**config.mk**
```make
export PLATFORM = sky130hd
export DESIGN_NAME = chr_fetch_port
export DESIGN_NICKNAME = d
export VERILOG_FILES = /design/src/rtl/chr_fetch_port_pkg.sv /design/src/rtl/chr_fetch_port_bank_regs.sv /design/src/rtl/chr_fetch_port.sv
export SDC_FILE = /design/constraint.sdc
export NUM_CORES = 1
export LEC_CHECK = 0
export ABC_AREA = 0
export BUFFER_PORTS_ARGS = -buffer_cell sky130_fd_sc_hd__buf_2
export CORE_ASPECT_RATIO = 1.25
export CORE_MARGIN = 2
export CORE_UTILIZATION = 45
export CTS_CLUSTER_SIZE = 24
export DETAILED_ROUTE_END_ITERATION = 16
export GPL_TIMING_DRIVEN = 0
export PLACE_DENSITY_LB_ADDON = 0.2
export SLEW_MARGIN = 20
export SYNTH_ARGS = -nofsm -noshare
export SYNTH_HDL_FRONTEND = slang
export SYNTH_HIERARCHICAL = 1
export SYNTH_SLANG_ARGS = --single-unit
```
**constraint.sdc**
```tcl
create_clock -name i_clk -period 1.8 [get_ports i_clk]
set_input_delay 0.36 -clock i_clk [delete_from_list [all_inputs] [get_ports i_clk]]
set_output_delay 0.36 -clock i_clk [all_outputs]
set_load 0.02 [all_outputs]
```
**src/rtl/chr_fetch_port_pkg.sv**
```systemverilog
// Shared definitions for the CHR fetch port: FSM states, sizes and SRAM word packing.
package chr_fetch_port_pkg;

  localparam int CHR_BANK_CNT = 8;
  localparam int PPU_AW       = 13;
  localparam int SRAM_AW      = 20;

  typedef enum logic [1:0] {
    S_WAIT_LD = 2'd0,
    S_IDLE    = 2'd1,
    S_ADDR    = 2'd2,
    S_DONE    = 2'd3
  } chr_state_e;

  // Byte-granular CHR address to SRAM word address. A[3] selects the plane
  // byte, so it is dropped and the word index is {A[19:4], A[2:0]}.
  function automatic logic [SRAM_AW-1:0] chr_word_addr(input logic [SRAM_AW-1:0] a);
    return {1'b0, a[19:4], a[2:0]};
  endfunction

endpackage

```
**src/rtl/chr_fetch_port_bank_regs.sv**
```systemverilog
// Eight CHR bank registers: one write port, combinational read by PPU 1 KB window index.
module chr_fetch_port_bank_regs
  import chr_fetch_port_pkg::*;
#(
  parameter int BANK_W = 10
) (
  input  logic              i_clk,
  input  logic              i_rst,
  input  logic              i_we,
  input  logic [2:0]        i_wr_idx,
  input  logic [BANK_W-1:0] i_wr_val,
  input  logic [2:0]        i_rd_idx,
  output logic [BANK_W-1:0] o_rd_val
);

  logic [BANK_W-1:0] bank_q [CHR_BANK_CNT];

  // Identity mapping out of reset; writes land in any state.
  always_ff @(posedge i_clk) begin
    if (i_rst) begin
      for (int n = 0; n < CHR_BANK_CNT; n++) begin
        bank_q[n] <= BANK_W'(n);
      end
    end else if (i_we) begin
      bank_q[i_wr_idx] <= i_wr_val;
    end
  end

  assign o_rd_val = bank_q[i_rd_idx];

endmodule

```
**src/rtl/chr_fetch_port.sv**
```systemverilog
// CHR SRAM fetch port: loader pass-through until done, then banked PPU pattern reads.
//
//  state     | meaning
//  ----------+-------------------------------------------------------------
//  S_WAIT_LD | loader owns the SRAM, o_sram_* mirror i_ld_*
//  S_IDLE    | ready for a PPU read, SRAM address parked at 0
//  S_ADDR    | word address held on SRAM for RD_WAIT+1 cycles
//  S_DONE    | captured word/byte presented with o_rd_valid for one cycle
module chr_fetch_port
  import chr_fetch_port_pkg::*;
#(
  parameter int BANK_W  = 10,
  parameter int RD_WAIT = 1
) (
  input  logic              i_clk,
  input  logic              i_rst,
  input  logic              i_ld_done,
  input  logic [19:0]       i_ld_addr,
  input  logic [15:0]       i_ld_wdata,
  input  logic              i_ld_oe_n,
  input  logic              i_ld_we_n,
  input  logic              i_ld_ub_n,
  input  logic              i_ld_lb_n,
  input  logic              i_bank_we,
  input  logic [2:0]        i_bank_idx,
  input  logic [BANK_W-1:0] i_bank_val,
  input  logic              i_rd_req,
  input  logic [12:0]       i_rd_addr,
  input  logic [15:0]       i_sram_rdata,
  output logic              o_rd_ready,
  output logic              o_rd_valid,
  output logic [15:0]       o_rd_word,
  output logic [7:0]        o_rd_byte,
  output logic [19:0]       o_sram_addr,
  output logic [15:0]       o_sram_wdata,
  output logic              o_sram_oe_n,
  output logic              o_sram_we_n,
  output logic              o_sram_ub_n,
  output logic              o_sram_lb_n
);

  chr_state_e        state_q, state_d;
  logic [1:0]        wait_q, wait_d;
  logic              done_q;
  logic [19:0]       addr_q;
  logic              hi_q;
  logic [15:0]       word_q;
  logic [7:0]        byte_q;
  logic [BANK_W-1:0] bank_sel;
  logic [19:0]       a_phys;
  logic              accept;
  logic              capture;

  chr_fetch_port_bank_regs #(.BANK_W(BANK_W)) u_bank_regs (
    .i_clk    (i_clk),
    .i_rst    (i_rst),
    .i_we     (i_bank_we),
    .i_wr_idx (i_bank_idx),
    .i_wr_val (i_bank_val),
    .i_rd_idx (i_rd_addr[12:10]),
    .o_rd_val (bank_sel)
  );

  assign a_phys  = 20'({bank_sel, i_rd_addr[9:0]});
  assign accept  = (state_q == S_IDLE) && i_rd_req;
  assign capture = (state_q == S_ADDR) && (wait_q == 2'd0);

  // Loader done is sticky: a later fall of i_ld_done does not hand the SRAM back.
  always_ff @(posedge i_clk) begin
    if (i_rst) done_q <= 1'b0;
    else if (i_ld_done) done_q <= 1'b1;
  end

  // State and wait-counter registers.
  always_ff @(posedge i_clk) begin
    if (i_rst) begin
      state_q <= S_WAIT_LD;
      wait_q  <= 2'd0;
    end else begin
      state_q <= state_d;
      wait_q  <= wait_d;
    end
  end

  // Next-state logic; the wait counter runs down to zero while in S_ADDR.
  always_comb begin
    state_d = state_q;
    wait_d  = wait_q;
    case (state_q)
      S_WAIT_LD: if (done_q) state_d = S_IDLE;
      S_IDLE: begin
        if (i_rd_req) begin
          state_d = S_ADDR;
          wait_d  = 2'(RD_WAIT);
        end
      end
      S_ADDR: begin
        if (wait_q == 2'd0) state_d = S_DONE;
        else wait_d = wait_q - 2'd1;
      end
      S_DONE:  state_d = S_IDLE;
      default: state_d = S_WAIT_LD;
    endcase
  end

  // Latch the word address at acceptance (old bank value wins a same-cycle write),
  // and capture SRAM data on the last address cycle.
  always_ff @(posedge i_clk) begin
    if (i_rst) begin
      addr_q <= 20'd0;
      hi_q   <= 1'b0;
      word_q <= 16'd0;
      byte_q <= 8'd0;
    end else begin
      if (accept) begin
        addr_q <= chr_word_addr(a_phys);
        hi_q   <= a_phys[3];
      end
      if (capture) begin
        word_q <= i_sram_rdata;
        byte_q <= hi_q ? i_sram_rdata[15:8] : i_sram_rdata[7:0];
      end
    end
  end

  // SRAM ownership mux: loader until done, then read-only word access.
  always_comb begin
    o_sram_addr  = 20'd0;
    o_sram_wdata = 16'd0;
    o_sram_oe_n  = 1'b0;
    o_sram_we_n  = 1'b1;
    o_sram_ub_n  = 1'b0;
    o_sram_lb_n  = 1'b0;
    if (state_q == S_WAIT_LD) begin
      o_sram_addr  = i_ld_addr;
      o_sram_wdata = i_ld_wdata;
      o_sram_oe_n  = i_ld_oe_n;
      o_sram_we_n  = i_ld_we_n;
      o_sram_ub_n  = i_ld_ub_n;
      o_sram_lb_n  = i_ld_lb_n;
    end else if (state_q != S_IDLE) begin
      o_sram_addr = addr_q;
    end
  end

  assign o_rd_ready = (state_q == S_IDLE);
  assign o_rd_valid = (state_q == S_DONE);
  assign o_rd_word  = word_q;
  assign o_rd_byte  = byte_q;

endmodule
```
Word-level counts from Yosys, hierarchy flattened
Memories as Yosys holds them, arrays and structs flattened. A register that Yosys moved wholly into a read port is not among the register bits.
Cells that the tools add are included.
{"block": "totals", "n_memories": 1, "ram_bits": 80, "inputBits": 87, "regBits": 49, "output_inout_bits": 66, "wordCells": 48}
{"name": "u_bank_regs.bank_q", "words": 8, "word_bits": 10, "read_ports": 1, "rd_ports_with_merged_regs": 1, "write_ports": 8, "line_no": "chr_fetch_port_bank_regs.sv:16", "rtl": "logic [BANK_W-1:0] bank_q [CHR_BANK_CNT];"}
{"block": "op_classes", "addsub": 1, "n_reduce_logical": 8, "n_eq_ne": 8, "mux": 23}
{"cell": "two-way mux 20 bit", "n": 1}
{"cell": "two-way mux 19 bit", "n": 1}
{"cell": "two-way mux 16 bit", "n": 1}
{"cell": "two-way mux 1 bit", "n": 10}
{"cell": "two-way mux 10 bit", "n": 1}
{"cell": "two-way mux 2 bit", "n": 5}
{"cell": "OR reduction 10 bit", "n": 1}
{"cell": "two-way mux 8 bit", "n": 1}
{"cell": "case mux 2 bit (4 select lines)", "n": 1}
{"cell": "inequality test 2 bit, second input constant", "n": 3}
{"cell": "AND reduction 3 bit", "n": 2}
{"cell": "== test 2 bit, second input constant", "n": 2}
{"cell": "zero test 2 bit", "n": 2}
{"cell": "inequality test 2 x 1 -> 1 bit, second input constant", "n": 2}
{"cell": "case mux 2 bit (2 select lines)", "n": 1}
{"cell": "two-way mux 3 bit", "n": 1}
{"cell": "== test 2 x 1 -> 1 bit, second input constant", "n": 1}
{"cell": "logical AND 1 bit", "n": 2}
{"cell": "nonzero test 2 bit", "n": 1}
{"cell": "subtractor 2 x 1 -> 2 bit, second input constant", "n": 1}

Longest topological paths before layout
Gate-level depths: netlist (run 1).
{"block": "depth", "depth_word": 5, "depth_mapped": 7, "ltp_nobuf": 5}

By module
The synthesis (run 1) kept the hierarchy.
{"mod": "chr_fetch_port_bank_regs", "cells_each": 236, "instances": 1, "area_per_inst_um2": 3726.1}
{"mod": "chr_fetch_port", "cells_each": 319, "instances": 1, "area_per_inst_um2": 2431.1}

Least setup slack after synthesis (run 1)
Ideal clock, no wire load.
{"block": "synth_timing", "path_type": "input-to-reg", "start": "input port i_bank_idx[0]", "end": "memory u_bank_regs.bank_q[0][0] (enable)", "t_arrival_ns": 1.558, "path_slack_ns": -0.137, "required_ns": 1.421, "cell_stages": 4, "setup_ns": 0.379, "cell_sequence": "or3b_1 -> buf_2 -> buf_6 -> o21bai_1"}
{"element": "start: declaration", "line_no": "chr_fetch_port.sv:25", "rtl": "input logic [2:0] i_bank_idx,"}
{"element": "end: declaration", "line_no": "chr_fetch_port_bank_regs.sv:16"}

Final worst setup path (run 1)
{"block": "layout_timing", "start": "register state_q[0]", "end": "output port o_sram_addr[7]"}
{"block": "layout_via", "elab_chain_cells": 3, "elab_cells_between_ends": 4, "cone_classes": "1 x eq/ne; 2 x mux; 1 x reduce/logical"}
{"element": "start: declaration", "line_no": "chr_fetch_port.sv:42", "rtl": "chr_state_e state_q, state_d;"}
{"element": "start signal: assignment", "line_no": "chr_fetch_port.sv:80", "rtl": "state_q <= state_d;"}
{"element": "inequality test 2 x 1 -> 1 bit", "line_no": "chr_fetch_port.sv:141", "rtl": "end else if (state_q != S_IDLE) begin"}
{"element": "two-way mux 19 bit", "line_no": "chr_fetch_port.sv:141"}
{"element": "two-way mux 20 bit (*)", "line_no": "chr_fetch_port.sv:134", "rtl": "if (state_q == S_WAIT_LD) begin"}
{"element": "end: declaration", "line_no": "chr_fetch_port.sv:34", "rtl": "output logic [19:0] o_sram_addr,"}
Mark *: on every way between the ends. The rest lies on a longest branch, timed or not.

==> impl_metrics.yaml, run 1 <==
status:
  outcome: "finished with violations"
  violations: "setup timing"
setup_path:
  cp.arrival_ns: 1.64
  path_class: "flop to primary output"
  endpoint_kind: "primary output"
  crit_required_ns: 1.44
  slowest_delay_ns: 0.36
  r2r-end: "state_q[0]$_SDFFE_PP0P_"
  cp_top_family: "buffers and inverters"
  critPathLaunchType: "flop"
  r2r_start: "state_q[1]$_SDFFE_PP0P_"
  reg2reg_setup_slack_ns: 0.09
  crit_chain: "inv_4, ha_4, clkbuf_16, buf_8, nand2_2, o21ai_1, buf_4"
  reg2reg_depth: 6
  crit_slowest_cell: "dfxtp_4"
  critPathBufInv: 4
  cp_max_fo: 8
floorplanning:
  rows: 47
  dieArea_sq_mm: 0.0146
  dieHeight_um: 135
  start_util: 0.463
  core_sq_mm: 0.0133
  top_level_ports: 153
  die_w_um: 109
route:
  routed_wl_um: 17300
  firstDrtPassIters: 5
  post_drt_wl_per_cell_um: 18.7
  antenna_left: 0
  viasPerCell: 5.42
  drt_iter0_drc: 249
  vias: 5007
  drc_errors: 0
synthesis:
  syn-cell-area_sq_mm: 0.00616
  synth_area_leaders: "edfxtp_1 39%, dfxtp_1 16%, mux4_1 8.5%, nand2_1 5.8%, nor3_1 5.5%"
  synth_seq_cells: 129
  synth.avg_cell_area_sq_um: 11.1
  ys_types: 35
  synth_largest_area_cell: "edfxtp_1"
  synthCells: 555
  ys_warn_count: 6
  synth-seq-area-share: 0.549
  synth_top_area_share: 0.390
  mappedNetlistNets: 648
grt:
  grt_start_max_net_pins: 17
  grt_usage: 0.234
  grt_use_met3: 0.0507
  met2_usage: 0.431
  grt_overflow: 0
  met1_usage: 0.271
  grt_pass1_vias: 4957
  grt_first_pass_wirelength_um: 25500
  antenna_found_initial: 0
  top_usage_layer: "met2"
pwr:
  leakagePower_nw: 3.35
  power_density_mw_per_mm2: 1460
  ir_drop_mv: 1.18
hold_path:
  hold_end: "done_q$_SDFFE_PP0P_"
  min_path_type: "input port to flop"
  hold_start: "i_ld_done"
  min_path_cells: 3
placed_design:
  place_hpwl_um: 11300
  io_buffers: 149
  placed_cells: 875
  gp_congestion: 0.848
clocking:
  cts_buffers: 17
  root_buffer: "clkbuf_16"
  cts.sinks: 129
  clkLatencyLatePin_ns: 0.41
  clockBufferDepth: 2
  cts_max_level: 4
  clk_pin_slew_ns: 0.06
  hold_buffers: 0
  cts_tree: "built"
layout:
  area_growth_pct: 38.2
  layout-drive-gt1-share: 0.420
  diodes: 0
  final_core_util: 0.640
  fin_cells: 924
  final_cell_mix: "126 x buf_2, 82 x nand2_1, 80 x edfxtp_1"
  mostFrequentLayoutCell: "buf_2"
  multi_input_area_sq_mm: 0.00282
  fillers: 1038
  nNetsFinal: 833
  layout.area.seq_sq_mm: 0.00339
timing:
  slew_headroom: 0.537
  worst_slew_pin_slew_ns: 0.694
  setup_viol: 40
  min_period_ns: 2.00
  fin_crit_sh: 1.11
  rsz0062_at_grt: "true"
  setup_ws_ns: -0.198
  finClkSkew_ns: 0.00846
  max_freq_mhz: 500
  final-hold-violation-count: 0
  drv_slew: 0
run:
  drv_cap: 0
## metrics by stage
stage	hold slack, ns	TNS [ns]	total power, W	cell area, sq um	setup WS, ns
after floorplan	0.437	-6.65	0.00616	6160	-0.137
after global placement	0.439	-61.83	0.00720	7120	-0.809
after detailed placement	0.445	-67.40	0.00730	7120	-0.847
after CTS	0.168	-5.50	0.0118	8230	-0.162
after global routing	0.178	-8.06	0.0130	8510	-0.260
final	0.175	-5.80	0.0124	8510	-0.198
## cells in the mapped netlist (all sizes together)
| master | number |
|---|---|
| o21ai | 21 |
| nor2 | 12 |
| mux4 | 20 |
| and2 | 22 |
| o21bai | 10 |
| a21oi | 36 |
| nand2 | 95 |
| a211oi | 8 |
| ha | 6 |
| nand3b | 1 |
| a31oi | 1 |
| dfxtp | 49 |
| or3 | 12 |
| edfxtp | 80 |
| nor2b | 1 |
| or2 | 1 |
| nand2b | 26 |
| mux2 | 11 |
| clkbuf | 17 |
| and2b | 1 |
| mux2i | 9 |
| clkinv | 7 |
| nor3 | 68 |
| inv | 9 |
| buf | 28 |
| or3b | 1 |
| a221oi | 2 |
| nor3b | 1 |
## worst max path at each step
stage                            start                                endpoint  slack, ns  cells after the start
6_report       state_q[0]$_SDFFE_PP0P_                          o_sram_addr[7]      -0.20                      7
5_1_grt        state_q[0]$_SDFFE_PP0P_                          o_sram_addr[7]      -0.26                      7
4_1_cts        state_q[0]$_SDFFE_PP0P_                         o_sram_addr[17]      -0.16                      6
3_5_place_dp                     i_rst  u_bank_regs/bank_q[6][3]$_SDFFCE_PN0P_      -0.85                      5
3_3_place_gp                     i_rst  u_bank_regs/bank_q[7][3]$_SDFFCE_PN0P_      -0.81                      4
2_1_floorplan            i_bank_idx[0]  u_bank_regs/bank_q[0][0]$_SDFFCE_PN0P_      -0.14                      4
## tightest hold or removal path: stages
cell and delay [ns]:
buf_2 0.08, nor2_1 0.04, nor2_1 0.06
## report_power, final
group          internal (W)  switching, W
Combinational       0.00283       0.00284
Sequential          0.00350      0.000189
Clock               0.00183       0.00124
## routing by layer
layer | wire length [um] | part of all wire
met1 | 6630 | 0.38
met2 | 9430 | 0.54
met3 | 1030 | 0.059
met4 | 221 | 0.013
met5 | 0 | 0
## state kept, by name, summed over array words and instances (netlist names)
register            count
hi_q                    1
o_rd_word              16
done_q                  1
state_q                 2
wait_q                  2
addr_q                 19
o_rd_byte               8
u_bank_regs/bank_q     80
## cells by family (layout without fill, tap and decap cells)
| kind of cell | after synthesis | count (layout) | share of synthesized area |
|---|---|---|---|
| DFF | 129 | 129 | 0.549 |
| buffers and inverters | 61 | 259 | 0.0512 |
| and+or+nand+nor | 241 | 241 | 0.189 |
| adders and majority gates | 6 | 6 | 0.0122 |
| muxes | 40 | 40 | 0.120 |
| AOI/OAI and AO/OA | 78 | 78 | 0.0780 |
## cell type report
class / instances / share of cell area
inverter: 16 / 0.00765
tap: 171 / 0.0251
buffer: 45 / 0.0422
multi-input combinational: 365 / 0.331
timing repair buffer: 166 / 0.133
clock buffer: 21 / 0.0546
sequential: 129 / 0.398
clock inverter: 11 / 0.00750
## timing repair
| action | 4_1_cts | 5_1_grt |
|---|---|---|
| gates resized for setup | 147 | 57 |
| buffers inserted | 6 | 3 |
| pin swaps | 6 | 11 |
| cloned | 7 | 1 |
| endpoints found under the setup margin | 120 | 65 |
Power figures use the tool's default switching activity.
==> run 2: changes to the inputs <==
--- a/config.mk
+++ b/config.mk
@@ -13,7 +13,7 @@
 export CTS_CLUSTER_SIZE = 24
 export DETAILED_ROUTE_END_ITERATION = 16
 export GPL_TIMING_DRIVEN = 0
-export PLACE_DENSITY_LB_ADDON = 0.2
+export PLACE_DENSITY = 0.83
 export SLEW_MARGIN = 20
 export SYNTH_ARGS = -nofsm -noshare
 export SYNTH_HDL_FRONTEND = slang
==> impl_metrics.yaml, run 2 (same netlist as run 1, synthesis figures left out) <==
timing:
  max_freq_mhz: 499
  final-hold-violation-count: 0
  fin_crit_sh: 1.11
  tns_ns: -5.53
  min_period_ns: 2.01
  worst_slew_pin_slew_ns: 0.725
  rsz0062_at_grt: "true"
  slew_headroom: 0.516
  finClkSkew_ns: 0.00826
  setup_ws_ns: -0.206
  drv_slew: 0
  setup_viol: 40
setup_path:
  cp.arrival_ns: 1.65
  endpoint_kind: "primary output"
  slowest_delay_ns: 0.36
  crit_slowest_cell: "dfxtp_4"
  critPathLaunchType: "flop"
  crit_chain: "inv_4, ha_4, clkbuf_16, buf_16, nand2_2, o21ai_2, buf_6"
  path_class: "flop to primary output"
  crit_required_ns: 1.44
  reg2reg_setup_slack_ns: 0.01
  critPathBufInv: 4
  cp_max_fo: 7
  cp_top_family: "buffers and inverters"
grt:
  grt_start_max_net_pins: 17
  antenna_found_initial: 2
  grt_first_pass_wirelength_um: 27400
  grt_usage: 0.254
  grt_pass1_vias: 5144
  grt_overflow: 0
placed_design:
  place_area_sq_mm: 0.00712
  io_buffers: 149
  gp_congestion: 0.871
  placed_cells: 875
  place_hpwl_um: 12100
clocking:
  root_buffer: "clkbuf_16"
  clk_pin_slew_ns: 0.06
  cts_max_level: 4
  hold_buffers: 0
  cts_buffers: 17
  cts_tree: "built"
  cts.sinks: 129
  clkLatencyLatePin_ns: 0.41
  clockBufferDepth: 2
route:
  firstDrtPassIters: 5
  post_drt_wl_per_cell_um: 21.0
  viasPerCell: 5.63
  drt_iter0_drc: 543
  drc_errors: 0
  antenna_left: 0
  vias: 5209
  routed_wl_um: 19400
floorplanning:
  rows: 47
  die_w_um: 109
  core_sq_mm: 0.0133
  dieHeight_um: 135
  dieArea_sq_mm: 0.0146
  top_level_ports: 153
  start_util: 0.463
pwr:
  total_power_w: 0.0132
  leakagePower_nw: 3.37
  power_density_mw_per_mm2: 1540
  ir_drop_mv: 1.26
layout:
  fin_cells: 925
  layout-drive-gt1-share: 0.418
  mostFrequentLayoutCell: "buf_2"
  final_cell_mix: "122 x buf_2, 83 x nand2_1, 80 x edfxtp_1"
  multi_input_area_sq_mm: 0.00285
  largest_reg_flops: 80
  layout.area.seq_sq_mm: 0.00339
  fillers: 951
  final_area_sq_mm: 0.00859
  regMostFlops: "u_bank_regs/bank_q"
  area_growth_pct: 39.5
  nNetsFinal: 832
run:
  drv_cap: 0
status:
  outcome: "finished with violations"
  violations: "setup timing"
hold_path:
  min_path_type: "input port to flop"
[run 2: metrics by stage]
stage / utilization / hold slack [ns] / setup slack [ns]
final: 0.646 / 0.193 / -0.206
after global routing: 0.646 / 0.194 / -0.261
after CTS: 0.625 / 0.154 / -0.199
after detailed placement: 0.536 / 0.445 / -0.721
after global placement: 0.536 / 0.440 / -0.667
after floorplan: - / 0.437 / -0.137
[run 2: what timing repair did]
action / in CTS / in global routing
buffers inserted: 9 / 4
gates cloned: 5 / 0
resized for setup: 140 / 68
endpoints found under the setup margin: 120 / 123
pin swaps: 10 / 8
endpoints found under the hold margin: 0 / 0
[run 2: per-layer routing]
metal  global-route usage  share of wire  up-vias
met5                    0              0        -
met4                0.108          0.031        0
met3               0.0782          0.091       56
met2                0.437           0.52      332
met1                0.290           0.36     2449
li1                     -              -     2372
[run 2: worst paths after layout]
| path | from | to | cells after the start |
|---|---|---|---|
| max | state_q[0]$_SDFFE_PP0P_ | o_sram_addr[18] | 7 |
| min | i_rd_addr[7] | addr_q[6]$_SDFFE_PP0P_ | 3 |
| max reg2reg | state_q[1]$_SDFFE_PP0P_ | state_q[0]$_SDFFE_PP0P_ | 7 |
| min reg2reg | addr_q[1]$_SDFFE_PP0P_ | addr_q[1]$_SDFFE_PP0P_ | 2 |
[run 2: power by group]
group	internal [W]	leakage (nW)	switching [W]
Clock	0.00217	0.283	0.00126
Sequential	0.00350	1.17	0.000197
Combinational	0.00295	1.91	0.00314
[run 2: cell type report]
class,instances,area share
tap,171,0.0249
antenna,2,0.000583
buffer,44,0.0420
inverter,16,0.00728
timing repair buffer,166,0.129
clock inverter,14,0.0194
multi-input combinational,365,0.332
sequential,129,0.395
clock buffer,18,0.0500
[run 2: worst reg2reg max path: stages (launching register included)]
cell	delay (ns)
dfxtp_2	0.33
inv_2	0.06
buf_4	0.14
buf_4	0.12
ha_1	0.24
and2b_4	0.22
a221oi_4	0.24
mux2_4	0.33
==> run 3: changes to the inputs <==
--- a/config.mk
+++ b/config.mk
@@ -10,6 +10,7 @@
 export CORE_ASPECT_RATIO = 1.25
 export CORE_MARGIN = 2
 export CORE_UTILIZATION = 45
+export CTS_BUF_LIST = sky130_fd_sc_hd__clkbuf_4 sky130_fd_sc_hd__clkbuf_8 sky130_fd_sc_hd__clkbuf_16
 export CTS_CLUSTER_SIZE = 24
 export DETAILED_ROUTE_END_ITERATION = 16
 export GPL_TIMING_DRIVEN = 0
==> impl_metrics.yaml, run 3 (same netlist as run 1, synthesis figures left out) <==
pwr:
  leakagePower_nw: 3.37
  p_sw_w: 0.00463
  sequentialPowerShare: 0.279
  ir_drop_mv: 1.31
  power_density_mw_per_mm2: 1540
  p_int_w: 0.00863
  p_sw_frac: 0.349
  power_frac_comb: 0.460
  clkPwrFrac: 0.260
layout:
  area_growth_pct: 39.5
  final_cell_mix: "122 x buf_2, 83 x nand2_1, 80 x edfxtp_1"
  nNetsFinal: 832
  fillers: 949
  regMostFlops: "u_bank_regs/bank_q"
  largest_reg_flops: 80
  layout.area.seq_sq_mm: 0.00339
  mostFrequentLayoutCell: "buf_2"
  layout-drive-gt1-share: 0.419
  multi_input_area_sq_mm: 0.00285
timing:
  fin_crit_sh: 1.13
  holdWs_ns: 0.198
  max_freq_mhz: 490
  worst_slew_pin_slew_ns: 0.715
  slew_headroom: 0.523
  final-hold-violation-count: 0
  rsz0062_at_grt: "true"
  drv_slew: 0
  min_period_ns: 2.04
  finClkSkew_ns: 0.00906
  setup_viol: 41
  setup_ws_ns: -0.242
setup_path:
  slowest_delay_ns: 0.38
  r2r-end: "wait_q[0]$_SDFFE_PP0P_"
  crit_required_ns: 1.44
  path_class: "flop to primary output"
  endpoint_kind: "primary output"
  r2r_start: "state_q[1]$_SDFFE_PP0P_"
  critPathBufInv: 3
  reg2reg_setup_slack_ns: -0.03
  reg2reg_depth: 7
  cp_max_fo: 6
  cp.arrival_ns: 1.68
  crit_chain: "inv_4, ha_4, buf_8, nand2b_1, o21ai_2, buf_6"
  cp_top_family: "flip-flops"
  crit_slowest_cell: "dfxtp_4"
  critPathLaunchType: "flop"
  startpoint: "state_q[0]$_SDFFE_PP0P_"
route:
  drc_errors: 0
  routed_wl_um: 19600
  drt_iter0_drc: 487
  firstDrtPassIters: 5
  viasPerCell: 5.71
  antenna_left: 0
  post_drt_wl_per_cell_um: 21.2
  vias: 5286
hold_path:
  min_path_cells: 3
  hold_end: "addr_q[6]$_SDFFE_PP0P_"
  min_path_type: "input port to flop"
  hold_start: "i_rd_addr[7]"
clocking:
  hold_buffers: 0
  clkLatencyLatePin_ns: 0.41
  root_buffer: "clkbuf_16"
  clk_pin_slew_ns: 0.06
  cts_buffers: 17
  clockBufferDepth: 2
  cts_max_level: 4
  cts_tree: "built"
  cts.sinks: 129
status:
  outcome: "finished with violations"
  violations: "setup timing"
grt:
  grt_first_pass_wirelength_um: 27500
  grt_pass1_vias: 5139
  met1_usage: 0.291
  grt_usage: 0.254
  grt_start_max_net_pins: 17
  top_usage_layer: "met2"
  grt_overflow: 0
  antenna_found_initial: 2
  met2_usage: 0.438
  grt_use_met3: 0.0777
placed_design:
  io_buffers: 149
  gp_congestion: 0.871
  post-place-ws_ns: -0.721
  place_hpwl_um: 12100
floorplanning:
  die_w_um: 109
  top_level_ports: 153
  core_sq_mm: 0.0133
  rows: 47
  start_util: 0.463
  dieArea_sq_mm: 0.0146
  dieHeight_um: 135
run:
  drv_cap: 0
run 3: cell counts in the layout (fill, tap and decap cells not counted):
Identical to the previous run, type by type.
run 3: power by group through the flow:
stage          Combinational, W  Sequential, W  Clock (W)
5_1_grt                 0.00644        0.00374    0.00362
2_1_floorplan           0.00233        0.00383          0
6_report                0.00610        0.00370    0.00345
3_5_place_dp            0.00366        0.00371          0
4_1_cts                 0.00527        0.00367    0.00349
3_3_place_gp            0.00361        0.00369          0
run 3: worst max path at each step:
stage                                                   endpoint  slack [ns]  cells past startpoint
after global placement    u_bank_regs/bank_q[5][4]$_SDFFCE_PN0P_       -0.67                      4
after floorplan           u_bank_regs/bank_q[0][0]$_SDFFCE_PN0P_       -0.14                      4
after global routing                             o_sram_addr[16]       -0.29                      6
after CTS                                        o_sram_wdata[4]       -0.20                      6
final                                            o_sram_addr[16]       -0.24                      6
after detailed placement  u_bank_regs/bank_q[6][9]$_SDFFCE_PN0P_       -0.72                      5
run 3: cell type report:
cell class,count,area share
flip-flops and latches,129,0.394
plain buffers,44,0.0419
diodes,2,0.000582
multi-input cells,365,0.332
inverters,16,0.00728
clock buffers,18,0.0504
repair buffers,166,0.129
well taps,171,0.0249
clock inverters,14,0.0194
run 3: per-layer routing:
layer / routed length (um) / share of wire / up-vias
li1: - / - / 2375
met1: 6970 / 0.35 / 2490
met2: 9990 / 0.51 / 355
met3: 1900 / 0.097 / 66
met4: 782 / 0.040 / 0
met5: 0 / 0 / -
run 3: worst reg2reg max path, delay by kind of cell (launching register included):
family	cells	cell delay [ns]
and+or+nand+nor	1	0.22
DFF	1	0.33
AOI/OAI and AO/OA	2	0.58
adders and majority gates	1	0.24
buffers and inverters	3	0.32
run 3: per-stage QoR:
step | power [W] | utilization | TNS (ns) | cells | cell area, sq um
floorplan | 0.00616 | - | -6.65 | 555 | 6160
global placement | 0.00730 | 0.536 | -53.88 | 875 | 7120
detailed placement | 0.00737 | 0.536 | -58.88 | 875 | 7120
CTS | 0.0124 | 0.625 | -5.47 | 921 | 8310
global route | 0.0138 | 0.646 | -7.96 | 925 | 8590
finish | 0.0133 | 0.646 | -5.50 | 925 | 8590
run 3: what timing repair did:
item / 4_1_cts / 5_1_grt
cloned: 5 / 0
gates resized for setup: 140 / 68
endpoints found under the setup margin: 120 / 123
setup buffers: 9 / 4
pin swaps: 10 / 7
